[src/rtl/conv_window_gen.sv]
// conv_window_gen
//   Streaming 3x3 sliding-window generator. Raster-order pixels arrive on a
//   valid/ready handshake. Two line buffers keep the previous two rows, and a
//   3x3 column shift register assembles the window. One registered window is
//   presented per valid-padding output position (no edge fill).
//
// Ports
//   rd_clk      read-domain clock, rising edge
//   rd_rst      synchronous active-high reset
//   in_valid    upstream pixel valid
//   in_data     pixel value (DATA_WIDTH)
//   in_ready    block accepts a pixel this cycle
//   win_valid   win_data holds a valid window
//   win_ready   downstream accepts the window
//   win_data    9 pixels, element (r,c) at [DATA_WIDTH*(3*r+c) +: DATA_WIDTH],
//               r=0 oldest row, c=0 leftmost column
//   frame_done  one-cycle pulse after the last window of a frame is accepted
module conv_window_gen #(
    parameter int DATA_WIDTH = 16,
    parameter int IMG_WIDTH  = 32,
    parameter int IMG_HEIGHT = 32
) (
    input  logic                    rd_clk,
    input  logic                    rd_rst,
    input  logic                    in_valid,
    input  logic [DATA_WIDTH-1:0]   in_data,
    output logic                    in_ready,
    output logic                    win_valid,
    input  logic                    win_ready,
    output logic [9*DATA_WIDTH-1:0] win_data,
    output logic                    frame_done
);

    localparam int COL_W     = $clog2(IMG_WIDTH);
    localparam int ROW_W     = $clog2(IMG_HEIGHT);
    localparam int WIN_TOTAL = (IMG_HEIGHT - 2) * (IMG_WIDTH - 2);
    localparam int CNT_W     = $clog2(WIN_TOTAL + 1);

    localparam logic [COL_W-1:0] COL_LAST = COL_W'(IMG_WIDTH - 1);
    localparam logic [ROW_W-1:0] ROW_LAST = ROW_W'(IMG_HEIGHT - 1);
    localparam logic [COL_W-1:0] COL_MIN  = COL_W'(2);
    localparam logic [ROW_W-1:0] ROW_MIN  = ROW_W'(2);
    localparam logic [CNT_W-1:0] CNT_LAST = CNT_W'(WIN_TOTAL - 1);

    logic [COL_W-1:0]        col_r;
    logic [ROW_W-1:0]        row_r;
    logic [CNT_W-1:0]        win_cnt_r;
    logic [DATA_WIDTH-1:0]   lb_top_r [IMG_WIDTH];
    logic [DATA_WIDTH-1:0]   lb_mid_r [IMG_WIDTH];
    logic [9*DATA_WIDTH-1:0] shift_r;
    logic [9*DATA_WIDTH-1:0] win_data_r;
    logic                    win_valid_r;
    logic                    frame_done_r;

    logic                    in_accept_s;
    logic                    out_fire_s;
    logic                    win_load_s;
    logic [DATA_WIDTH-1:0]   top_rd_s;
    logic [DATA_WIDTH-1:0]   mid_rd_s;
    logic [9*DATA_WIDTH-1:0] shift_next_s;

    // The single output entry frees up in the same cycle it is consumed.
    assign in_ready    = !win_valid_r || win_ready;
    assign in_accept_s = in_valid && in_ready;
    assign out_fire_s  = win_valid_r && win_ready;
    assign win_load_s  = in_accept_s && (row_r >= ROW_MIN) && (col_r >= COL_MIN);
    assign top_rd_s    = lb_top_r[col_r];
    assign mid_rd_s    = lb_mid_r[col_r];

    assign win_valid  = win_valid_r;
    assign win_data   = win_data_r;
    assign frame_done = frame_done_r;

    // Shift the window one column left and insert the new right-hand column.
    always_comb begin
        shift_next_s = shift_r;
        for (int r = 0; r < 3; r++) begin
            shift_next_s[DATA_WIDTH*(3*r+0) +: DATA_WIDTH] = shift_r[DATA_WIDTH*(3*r+1) +: DATA_WIDTH];
            shift_next_s[DATA_WIDTH*(3*r+1) +: DATA_WIDTH] = shift_r[DATA_WIDTH*(3*r+2) +: DATA_WIDTH];
        end
        shift_next_s[DATA_WIDTH*2 +: DATA_WIDTH] = top_rd_s;
        shift_next_s[DATA_WIDTH*5 +: DATA_WIDTH] = mid_rd_s;
        shift_next_s[DATA_WIDTH*8 +: DATA_WIDTH] = in_data;
    end

    // Raster position of the next pixel to be accepted.
    always_ff @(posedge rd_clk) begin
        if (rd_rst) begin
            col_r <= '0;
            row_r <= '0;
        end else if (in_accept_s) begin
            if (col_r == COL_LAST) begin
                col_r <= '0;
                if (row_r == ROW_LAST) begin
                    row_r <= '0;
                end else begin
                    row_r <= row_r + ROW_W'(1);
                end
            end else begin
                col_r <= col_r + COL_W'(1);
            end
        end else begin
            col_r <= col_r;
            row_r <= row_r;
        end
    end

    // Line buffers: contents persist across frames; rows 0-1 of each frame
    // never reach a window, so stale data from the previous frame is masked.
    always_ff @(posedge rd_clk) begin
        if (in_accept_s && !rd_rst) begin
            lb_top_r[col_r] <= mid_rd_s;
            lb_mid_r[col_r] <= in_data;
        end
    end

    // Column shift register; not cleared at row start since no window is
    // emitted until two fresh columns of the current row have entered.
    always_ff @(posedge rd_clk) begin
        if (rd_rst) begin
            shift_r <= '0;
        end else if (in_accept_s) begin
            shift_r <= shift_next_s;
        end else begin
            shift_r <= shift_r;
        end
    end

    // Output entry: a new window overrides the one being consumed this cycle.
    always_ff @(posedge rd_clk) begin
        if (rd_rst) begin
            win_valid_r <= 1'b0;
            win_data_r  <= '0;
        end else if (win_load_s) begin
            win_valid_r <= 1'b1;
            win_data_r  <= shift_next_s;
        end else if (out_fire_s) begin
            win_valid_r <= 1'b0;
            win_data_r  <= win_data_r;
        end else begin
            win_valid_r <= win_valid_r;
            win_data_r  <= win_data_r;
        end
    end

    // Count accepted windows; pulse frame_done after the final one.
    always_ff @(posedge rd_clk) begin
        if (rd_rst) begin
            win_cnt_r    <= '0;
            frame_done_r <= 1'b0;
        end else if (out_fire_s) begin
            if (win_cnt_r == CNT_LAST) begin
                win_cnt_r    <= '0;
                frame_done_r <= 1'b1;
            end else begin
                win_cnt_r    <= win_cnt_r + CNT_W'(1);
                frame_done_r <= 1'b0;
            end
        end else begin
            win_cnt_r    <= win_cnt_r;
            frame_done_r <= 1'b0;
        end
    end

endmodule
[config.mk]
export PLATFORM = sky130hd
export DESIGN_NAME = conv_window_gen
export DESIGN_NICKNAME = d
export VERILOG_FILES = /design/src/rtl/conv_window_gen.sv
export SDC_FILE = /design/constraint.sdc
export NUM_CORES = 1
export LEC_CHECK = 0
export ABC_AREA = 1
export BUFFER_PORTS_ARGS = -buffer_cell sky130_fd_sc_hd__clkbuf_2
export CAP_MARGIN = 20
export CORE_UTILIZATION = 50
export DETAILED_ROUTE_END_ITERATION = 6
export PLACE_DENSITY_LB_ADDON = 0.05
export SKIP_CTS_REPAIR_TIMING = 1
export SLEW_MARGIN = 20
export SYNTH_ARGS = -nofsm -noshare
export SYNTH_HDL_FRONTEND = slang
export SYNTH_SLANG_ARGS = --single-unit
[constraint.sdc]
create_clock -name rd_clk -period 4.6 [get_ports rd_clk]
set_input_delay 0.69 -clock rd_clk [delete_from_list [all_inputs] [get_ports rd_clk]]
set_output_delay 0.69 -clock rd_clk [all_outputs]
set_load 0.02 [all_outputs]
# [After elaboration in Yosys (flattened, before gate mapping)]
# Memory sizes are Yosys's and may differ from the RTL's. A register that Yosys moved wholly into a read port is not among the register bits.
# Cells that the tools add are included.
[word_totals] mem_bits_rw=1024 out_inout_bits=147 word_cells=41 regBits=310 mem_count=2 input_bits=20
[op_classes] n_lt_le_gt_ge=2 n_reduce_logical=11 n_mux=12 eq_ne=3 addsub=3 n_bitwise=1
[mem_list] memory="lb_mid_r" words=32 width=16 read_ports=1 rd_ports_with_merged_regs=1 wr=1 line="49" text="logic [DATA_WIDTH-1:0] lb_mid_r [IMG_WIDTH];"
[mem_list] memory="lb_top_r" words=32 width=16 read_ports=1 rd_ports_with_merged_regs=1 wr=1 line="48" text="logic [DATA_WIDTH-1:0] lb_top_r [IMG_WIDTH];"
[ops] operator="5-bit two-way mux" n=6
[ops] operator="10-bit by 1-bit adder with 10-bit output (second input constant)" n=1
[ops] operator="5-bit by 1-bit adder with 5-bit output (second input constant)" n=2
[ops] operator="10-bit equality test (second input constant)" n=1
[ops] operator="5-bit equality test (second input constant)" n=2
[ops] operator="5-bit by 2-bit greater-or-equal comparator with 1-bit output (second input constant)" n=2
[ops] operator="10-bit two-way mux" n=1
[ops] operator="1-bit logical AND" n=5
[ops] operator="1-bit two-way mux" n=5
[ops] operator="1-bit logical NOT" n=2
[ops] operator="2-bit AND reduction" n=1
[ops] operator="2-bit nonzero test" n=1
[ops] operator="2-bit OR reduction" n=1
[ops] operator="1-bit logical OR" n=1
[ops] operator="1-bit NOT" n=1

# [Depth between registers and ports, before layout]
# Gate-level depths: netlist of the first run.
[depth] depth_word=6 ltp_mapped=12 depth_no_buf=9

# [Worst setup path after synthesis of the first run]
# OpenSTA, ideal clock, no wires.
[synth_timing] path_kind="input to register" from="input port rd_rst" to="memory lb_mid_r[11][0], enable pin" stages=5 setup_time_ns=0.421 t_required_ns=4.179 n_path_buf=2 setup_slack_ns=1.375 arrival_ns=2.804 path_cell_list="buf_2 -> clkinv_1 -> clkbuf_1 -> nand2_1 -> nor2_1"
[synth_between] elab_chain_cells=4
[synth_rtl] item="start: declaration" line="24" text="input logic rd_rst,"
[synth_rtl] item="1-bit logical NOT" line="111" text="if (in_accept_s && !rd_rst) begin"
[synth_rtl] item="1-bit logical AND" line="111"
[synth_rtl] item="1-bit two-way mux" line="111"
[synth_rtl] item="1-bit two-way mux (implied by the code)" line="113" text="lb_mid_r[col_r] <= in_data;"
[synth_rtl] item="end: declaration" line="49"
# No other way between the ends.

==> results of run 1 <==
registers in the layout, summed over array words and instances, names as in the netlist, named ones only:
| name | count |
|---|---|
| frame_done | 1 |
| lb_mid_r | 512 |
| col_r | 5 |
| row_r | 5 |
| lb_top_r | 512 |
| win_valid | 1 |
| win_cnt_r | 10 |
| win_data | 144 |
| shift_r | 96 |
final cells by class:
class / count / area, µm² / area share [%]
Antenna cell: 4 / 10.01 / 0.01753
Clock buffer: 194 / 4009 / 7.020
Clock inverter: 53 / 315.3 / 0.5521
Inverter: 48 / 215.2 / 0.3769
Multi-Input combinational cell: 2940 / 12900 / 22.60
Sequential cell: 1291 / 36110 / 63.24
Tap cell: 1298 / 1624 / 2.844
Timing Repair Buffer: 262 / 1917 / 3.357
path summary, 6_finish.rpt:
path / start / to / slack, ns
min reg2reg: shift_r[66] / win_data[50] / 0.46
max reg2reg: flip-flop / lb_top_r[3][13] / 1.21
max: flip-flop / lb_top_r[3][13] / 1.21
min: win_ready / win_valid / 0.31
power by group through the flow:
stage	clock [µW]	combinational, µW	sequential (µW)
2_1_floorplan	0	1110	13200
6_report	10600	1750	13000
3_5_place_dp	0	1750	13200
5_1_grt	11300	1930	13000
4_1_cts	10800	1760	13000
3_3_place_gp	0	1740	13200
logic make-up (layout without fill, tap and decap cells):
family | Yosys count | in the layout
AO/OA/AOI/OAI | 324 | 324
XOR/XNOR | 4 | 4
adder cells (fa/ha/maj) | 9 | 9
buffers and inverters | 345 | 557
flip-flops | 1291 | 1291
other | 0 | 4
AND/OR/NAND/NOR | 2603 | 2603
worst register-to-register path: stages (launching register included):
cell and delay [ns]:
dfxtp_4 0.45, inv_8 0.79, buf_4 0.55, nand3_1 0.13, nand3_1 0.12, nand2_1 0.06, nand2_1 0.05, nand3_1 0.11
nand2_1 0.41, inv_1 0.14, buf_4 0.26
per-stage QoR:
stage / util (%) / power, µW / hold slack, ns
global placement: 52.69 / 14950 / 0.4439
CTS: 57.01 / 25510 / 0.2789
detailed placement: 52.69 / 14950 / 0.4474
finish: 57.02 / 25340 / 0.3126
floorplan: - / 14270 / 0.4358
global route: 57.01 / 26160 / 0.3282
layout by cell type, fill, tap and decap left out, drive strengths merged:
master | synthesis | routed
a21boi | 1 | 1
a21o | 1 | 1
a21oi | 186 | 186
a221oi | 1 | 1
a31oi | 1 | 1
buf | 209 | 97
bufinv | 0 | 2
clkbuf | 88 | 359
clkinv | 1 | 46
dfxtp | 267 | 267
diode | 0 | 4
edfxtp | 1024 | 1024
ha | 9 | 9
inv | 47 | 53
nand2 | 1561 | 1561
nand3 | 844 | 844
nand4 | 1 | 1
nor2 | 183 | 183
nor3 | 11 | 11
nor3b | 1 | 1
nor4 | 2 | 2
o21ai | 133 | 133
o221ai | 1 | 1
xor2 | 4 | 4
per-layer routing:
metal	share of wire, %	global-route usage [%]	up-vias
met2	46	43.59	1297
met5	0	0	-
met4	2.3	8.049	0
met1	44	41.64	16840
met3	7.7	4.704	195
li1	-	-	16063
==> impl_metrics.prom, run 1 <==
# TYPE chip_impl_metric gauge
chip_impl_info{name="synth_top_family_by_area",value="simple AND/OR/NAND/NOR gates"} 1
chip_impl_metric{name="first_pass_iters",unit=""} 5
chip_impl_metric{name="path_clk_slew",unit="ns"} 0.06
chip_impl_metric{name="synth.mux.area_fraction",unit="%"} 0
chip_impl_metric{name="ys_seq_area_share",unit="%"} 71.32
chip_impl_metric{name="cell_int_power",unit="µW"} 19450
chip_impl_metric{name="routed_wire_length_per_instance",unit="µm"} 23.81
chip_impl_metric{name="cts-buffers-inserted",unit=""} 140
chip_impl_info{name="setup.worst_path.start_class",value="flip-flop"} 1
chip_impl_metric{name="synth_edf_count",unit=""} 1024
chip_impl_info{name="cts_root_buf",value="clkbuf_16"} 1
chip_impl_metric{name="die_w",unit="µm"} 320.2
chip_impl_metric{name="start_util",unit="%"} 50.54
chip_impl_metric{name="post_route_cells_drive_above_1_share",unit="%"} 10.38
chip_impl_metric{name="synth_nets",unit=""} 4605
chip_impl_info{name="synth_top_area_cell",value="edfxtp_1"} 1
chip_impl_metric{name="tritoncts_num_sinks",unit=""} 1291
chip_impl_metric{name="post-route-drc-count",unit=""} 0
chip_impl_metric{name="layout_worst_path_cycle_share",unit="%"} 73.62
chip_impl_metric{name="synthesized_area",unit="µm²"} 50610
chip_impl_info{name="path_cells",value="inv_8, buf_4, nand3_1, nand3_1, nand2_1, nand2_1, nand3_1, nand2_1, inv_1, buf_4"} 1
chip_impl_metric{name="synthesis.area_per_instance",unit="µm²"} 11.06
chip_impl_metric{name="flow.area_growth_from_synthesis",unit="%"} 12.83
chip_impl_metric{name="critical_path.max_fanout",unit=""} 140
chip_impl_info{name="critical_path.endpoint_type",value="flip-flop"} 1
chip_impl_metric{name="count_of_routing_violations_after_the_opening_detailed_route_iteration",unit=""} 3753
chip_impl_metric{name="hold_depth",unit=""} 4
chip_impl_metric{name="design.die.area",unit="µm²"} 102500
chip_impl_metric{name="routed_wl",unit="mm"} 145.0
chip_impl_metric{name="h-tree-depth",unit=""} 4
chip_impl_metric{name="number_of_slew_limit_violations_in_the_final_report",unit=""} 0
chip_impl_info{name="grt_setup_unrepaired",value="no"} 1
chip_impl_metric{name="clock_power_share",unit="%"} 42.0
chip_impl_metric{name="irDropWorstVdd",unit="V"} 0.0003102
chip_impl_metric{name="post_layout_nonfiller_instances",unit=""} 6090
chip_impl_metric{name="place_congestion",unit=""} 0.7983
chip_impl_metric{name="placement.cell_area",unit="µm²"} 52770
chip_impl_info{name="synth_top_area_cells",value="edfxtp_1, nand2_1, dfxtp_1"} 1
chip_impl_info{name="result_of_the_run",value="finished, final reports clean"} 1
chip_impl_metric{name="finalCriticalPeriod",unit="ns"} 3.387
chip_impl_metric{name="power_leakage",unit="µW"} 0.02085
chip_impl_metric{name="place_hpwl",unit="mm"} 75.89
chip_impl_metric{name="core_region_area",unit="µm²"} 100100
chip_impl_info{name="synth_most_common_cell",value="nand2_1"} 1
chip_impl_metric{name="combinationalPowerShare",unit="%"} 6.9
chip_impl_metric{name="initial_antenna_violation_count",unit=""} 3
chip_impl_metric{name="power_spent_charging_and_discharging_nets",unit="µW"} 5893
chip_impl_info{name="type_of_the_most_critical_hold_path",value="in -> reg"} 1
chip_impl_metric{name="async_sr_flop_fraction",unit="%"} 0
chip_impl_metric{name="grt_max_degree",unit=""} 141
chip_impl_metric{name="cp_data_required_time",unit="ns"} 5.05
chip_impl_metric{name="power_frac_seq",unit="%"} 51.1
chip_impl_info{name="cp_slowest_cell",value="inv_8"} 1
chip_impl_metric{name="fillCellCount",unit=""} 8531
chip_impl_metric{name="finalSetupViolations",unit=""} 0
chip_impl_metric{name="synth-adder-area-share",unit="%"} 0.2225
chip_impl_info{name="cts_tree",value="yes"} 1
chip_impl_metric{name="globalRoute.totalOverflow",unit=""} 0
chip_impl_metric{name="yosys.area_share.simple",unit="%"} 21.48
chip_impl_metric{name="fp.dieH",unit="µm"} 320.2
chip_impl_info{name="critPathKind",value="reg -> reg"} 1
chip_impl_metric{name="placement.setup.worst_slack",unit="ns"} 1.262
chip_impl_metric{name="cts.path.max_buffers",unit=""} 3
chip_impl_metric{name="finalWorstSetupSlack",unit="ns"} 1.213
chip_impl_metric{name="worstPathBufferInverterCount",unit=""} 4
chip_impl_info{name="yosys-top-cells-count",value="nand2_1, edfxtp_1, nand3_1"} 1
chip_impl_metric{name="ys_warn_count",unit=""} 0
chip_impl_metric{name="ys_ff_latch",unit=""} 1291
chip_impl_metric{name="synth_top_area_share",unit="%"} 60.76
chip_impl_metric{name="io_buffer_count",unit=""} 166
chip_impl_metric{name="path_depth",unit=""} 10
chip_impl_metric{name="drv.max_cap_violation_count",unit=""} 0
chip_impl_metric{name="worst-slew-pin-transition",unit="ns"} 1.093
chip_impl_metric{name="synth_cell_types",unit=""} 29
chip_impl_metric{name="antenna_left",unit=""} 0
chip_impl_metric{name="p_sw_share",unit="%"} 23.25
chip_impl_metric{name="hold_violations",unit=""} 0
chip_impl_metric{name="route.vias.total",unit=""} 34395
chip_impl_metric{name="max_frequency",unit="MHz"} 295.3
chip_impl_metric{name="route.detailed.vias_per_inst",unit=""} 5.648
chip_impl_metric{name="tns",unit="ns"} 0
chip_impl_info{name="timing.critical_path.max_delay_family",value="buffers and inverters"} 1
chip_impl_metric{name="timing.max_slew.rel_slack",unit="%"} 27.12
chip_impl_metric{name="track_usage",unit="%"} 28.35
chip_impl_metric{name="worst_path_largest_cell_delay",unit="ns"} 0.77
chip_impl_metric{name="compound_cell_area_share_of_the_yosys_netlist",unit="%"} 3.253
chip_impl_metric{name="worst_r2r_path_depth",unit=""} 10
chip_impl_metric{name="placement_rows",unit=""} 116
chip_impl_metric{name="dp_cells",unit=""} 5839
chip_impl_metric{name="finClkSkew",unit="ns"} 0.02479
chip_impl_metric{name="first_pass_grt_wire_length",unit="mm"} 213.5
chip_impl_metric{name="yosys.area_share.xor_xnor",unit="%"} 0.06922
chip_impl_metric{name="design_area",unit="µm²"} 57100
chip_impl_metric{name="syn_inst",unit=""} 4576
chip_impl_info{name="synth_top_flop_cell",value="edfxtp_1"} 1
chip_impl_metric{name="clock_insertion_delay_worst_skew",unit="ns"} 0.75
chip_impl_metric{name="cellPowerDensity",unit="nW/µm²"} 443.8
chip_impl_metric{name="grt_pass1_vias",unit=""} 31890
chip_impl_metric{name="boundaryPins",unit=""} 167
chip_impl_metric{name="timing.critical_path.arrival",unit="ns"} 3.84
chip_impl_metric{name="layout.nets",unit=""} 4712
No activity file was read; power rests on OpenSTA's default activity.
==> inputs of run 2 (changes only) <==
- clock period: 4.6 -> 3 ns (I/O delays scaled with it)
==> run 2 against run 1 <==
  * Power increased by 54%
  * Critical path depth decreased by 1
  * Clock power increased by 53%
  * Critical path type unchanged
  * Hold slack got worse by 0.23 ns
  * First-iteration DRC count decreased by 5.0%
  * Utilization increased by 0.90 points
  * Die area unchanged
==> impl_metrics.prom, run 2 (synthesis results as in run 1) <==
# TYPE chip_impl_metric gauge
chip_impl_info{name="critical_path.endpoint_type",value="flip-flop"} 1
chip_impl_metric{name="routed_wl",unit="mm"} 143.9
chip_impl_metric{name="finalCriticalPeriod",unit="ns"} 2.644
chip_impl_metric{name="first_pass_iters",unit=""} 5
chip_impl_metric{name="cts-buffers-inserted",unit=""} 136
chip_impl_info{name="grt_setup_unrepaired",value="no"} 1
chip_impl_metric{name="power_leakage",unit="µW"} 0.02136
chip_impl_metric{name="worst-slew-pin-transition",unit="ns"} 1.089
chip_impl_metric{name="fp.dieH",unit="µm"} 320.2
chip_impl_metric{name="core_region_area",unit="µm²"} 100100
chip_impl_metric{name="grt_pass1_vias",unit=""} 32139
chip_impl_info{name="type_of_the_most_critical_hold_path",value="in -> reg"} 1
chip_impl_metric{name="power_spent_charging_and_discharging_nets",unit="µW"} 8974
chip_impl_metric{name="final_core_utilization",unit="%"} 57.92
chip_impl_metric{name="hold_violations",unit=""} 0
chip_impl_metric{name="design_area",unit="µm²"} 58000
chip_impl_metric{name="route.detailed.vias_per_inst",unit=""} 5.622
chip_impl_info{name="cts_root_buf",value="clkbuf_16"} 1
chip_impl_metric{name="grt_max_degree",unit=""} 176
chip_impl_info{name="result_of_the_run",value="finished, final reports clean"} 1
chip_impl_metric{name="boundaryPins",unit=""} 167
chip_impl_metric{name="layout_worst_path_cycle_share",unit="%"} 88.14
chip_impl_info{name="setup.worst_path.start_class",value="flip-flop"} 1
chip_impl_metric{name="cell_int_power",unit="µW"} 30080
chip_impl_metric{name="cts.path.max_buffers",unit=""} 3
chip_impl_metric{name="cellPowerDensity",unit="nW/µm²"} 673.4
chip_impl_metric{name="h-tree-depth",unit=""} 4
chip_impl_metric{name="timing.critical_path.arrival",unit="ns"} 3.30
chip_impl_metric{name="post-route-drc-count",unit=""} 0
chip_impl_metric{name="track_usage",unit="%"} 28.15
chip_impl_info{name="final_cell_mix",value="nand2_1, edfxtp_1, nand3_1, dfxtp_1, a21oi_1"} 1
chip_impl_metric{name="initial_antenna_violation_count",unit=""} 1
chip_impl_metric{name="design.die.area",unit="µm²"} 102500
chip_impl_metric{name="power_frac_seq",unit="%"} 50.8
chip_impl_info{name="critPathKind",value="reg -> reg"} 1
chip_impl_metric{name="tritoncts_num_sinks",unit=""} 1291
chip_impl_metric{name="path_clk_slew",unit="ns"} 0.06
chip_impl_metric{name="diodes_inserted",unit=""} 0
chip_impl_metric{name="clock_insertion_delay_worst_skew",unit="ns"} 0.74
chip_impl_metric{name="post_route_cells_drive_above_1_share",unit="%"} 11.96
chip_impl_metric{name="tns",unit="ns"} 0
chip_impl_metric{name="placement_rows",unit=""} 116
chip_impl_metric{name="routed_wire_length_per_instance",unit="µm"} 23.38
chip_impl_metric{name="irDropWorstVdd",unit="V"} 0.0005579
chip_impl_metric{name="die_w",unit="µm"} 320.2
chip_impl_metric{name="clock_power_share",unit="%"} 41.6
chip_impl_metric{name="max_frequency",unit="MHz"} 378.2
chip_impl_metric{name="globalRoute.totalOverflow",unit=""} 0
chip_impl_metric{name="place_congestion",unit=""} 0.7897
chip_impl_metric{name="start_util",unit="%"} 50.54
chip_impl_info{name="layout_commonest_cell",value="nand2_1"} 1
chip_impl_metric{name="count_of_routing_violations_after_the_opening_detailed_route_iteration",unit=""} 3565
chip_impl_metric{name="number_of_slew_limit_violations_in_the_final_report",unit=""} 0
chip_impl_metric{name="timing.max_slew.rel_slack",unit="%"} 27.42
chip_impl_info{name="cts_tree",value="yes"} 1
chip_impl_metric{name="p_sw_share",unit="%"} 22.98
chip_impl_metric{name="hold_slack",unit="ns"} 0.08099
chip_impl_metric{name="cp_data_required_time",unit="ns"} 3.65
chip_impl_metric{name="first_pass_grt_wire_length",unit="mm"} 212.6
chip_impl_metric{name="combinationalPowerShare",unit="%"} 7.7
chip_impl_metric{name="layout.nets",unit=""} 4786
chip_impl_metric{name="flow.area_growth_from_synthesis",unit="%"} 14.61
chip_impl_metric{name="place_hpwl",unit="mm"} 79.41
chip_impl_metric{name="io_buffer_count",unit=""} 166
chip_impl_metric{name="drv.max_cap_violation_count",unit=""} 0
chip_impl_metric{name="critical_path.max_fanout",unit=""} 175
chip_impl_metric{name="route.vias.total",unit=""} 34612
chip_impl_metric{name="finClkSkew",unit="ns"} 0.02021
chip_impl_metric{name="placement.cell_area",unit="µm²"} 53730
chip_impl_metric{name="antenna_left",unit=""} 0
chip_impl_metric{name="finalSetupViolations",unit=""} 0
[run 2: changes by cell type in the layout (fill, tap and decap cells not counted), sizes merged]
cell / before / now
buf: 97 / 175
bufinv: 2 / 9
clkbuf: 359 / 346
clkinv: 46 / 47
diode: 4 / 0
inv: 53 / 50
[run 2: worst max-delay path, cell delays in order, from the launching register on]
cell and delay [ns]:
dfxtp_4 0.50, buf_12 0.57, nand2_1 0.12, nand3_1 0.13, nand3_1 0.14, nand2_1 0.17, nand2_1 0.07, nand3_1 0.21
nand2_1 0.25, a21oi_1 0.21
[run 2: metal layers]
metal	vias to the layer above	global-route usage, %	share of wire, %
li1	16209	-	-
met1	16904	41.14	45
met5	-	0	0
met3	221	5.184	7.7
met2	1278	43.02	45
met4	0	8.230	2.5
[run 2: power groups by stage]
stage | logic, µW | clock network (µW) | registers [µW]
3_3_place_gp | 2960 | 0 | 20200
6_report | 2990 | 16200 | 19800
2_1_floorplan | 1700 | 0 | 20200
4_1_cts | 2990 | 16500 | 19800
3_5_place_dp | 2980 | 0 | 20200
5_1_grt | 3260 | 17200 | 19800
[run 2: cell type report]
| class | count | area, µm² |
|---|---|---|
| fillers | 8350 | 42140 |
| flip-flops and latches | 1291 | 36110 |
| multi-input cells | 2940 | 12900 |
| clock buffers | 181 | 3771 |
| repair buffers | 340 | 2878 |
| well taps | 1298 | 1624 |
| clock inverters | 58 | 500.5 |
| inverters | 48 | 215.2 |
[run 2: per-stage QoR]
stage	power, µW	std cells	setup slack, ns
3_5_place_dp	23190	5917	0.4250
4_1_cts	39330	6156	0.4167
2_1_floorplan	21880	4576	0.01487
6_report	39060	6156	0.3559
3_3_place_gp	23170	5917	0.4653
5_1_grt	40280	6156	0.2256
[run 2: path summary, 6_finish.rpt]
| path | startpoint | end | slack [ns] | cells past startpoint |
|---|---|---|---|---|
| max reg2reg | flip-flop | shift_r[46] | 0.36 | 9 |
| min | win_ready | win_valid | 0.08 | 4 |
| max | flip-flop | shift_r[46] | 0.36 | 9 |
| min reg2reg | shift_r[112] | win_data[96] | 0.45 | 2 |
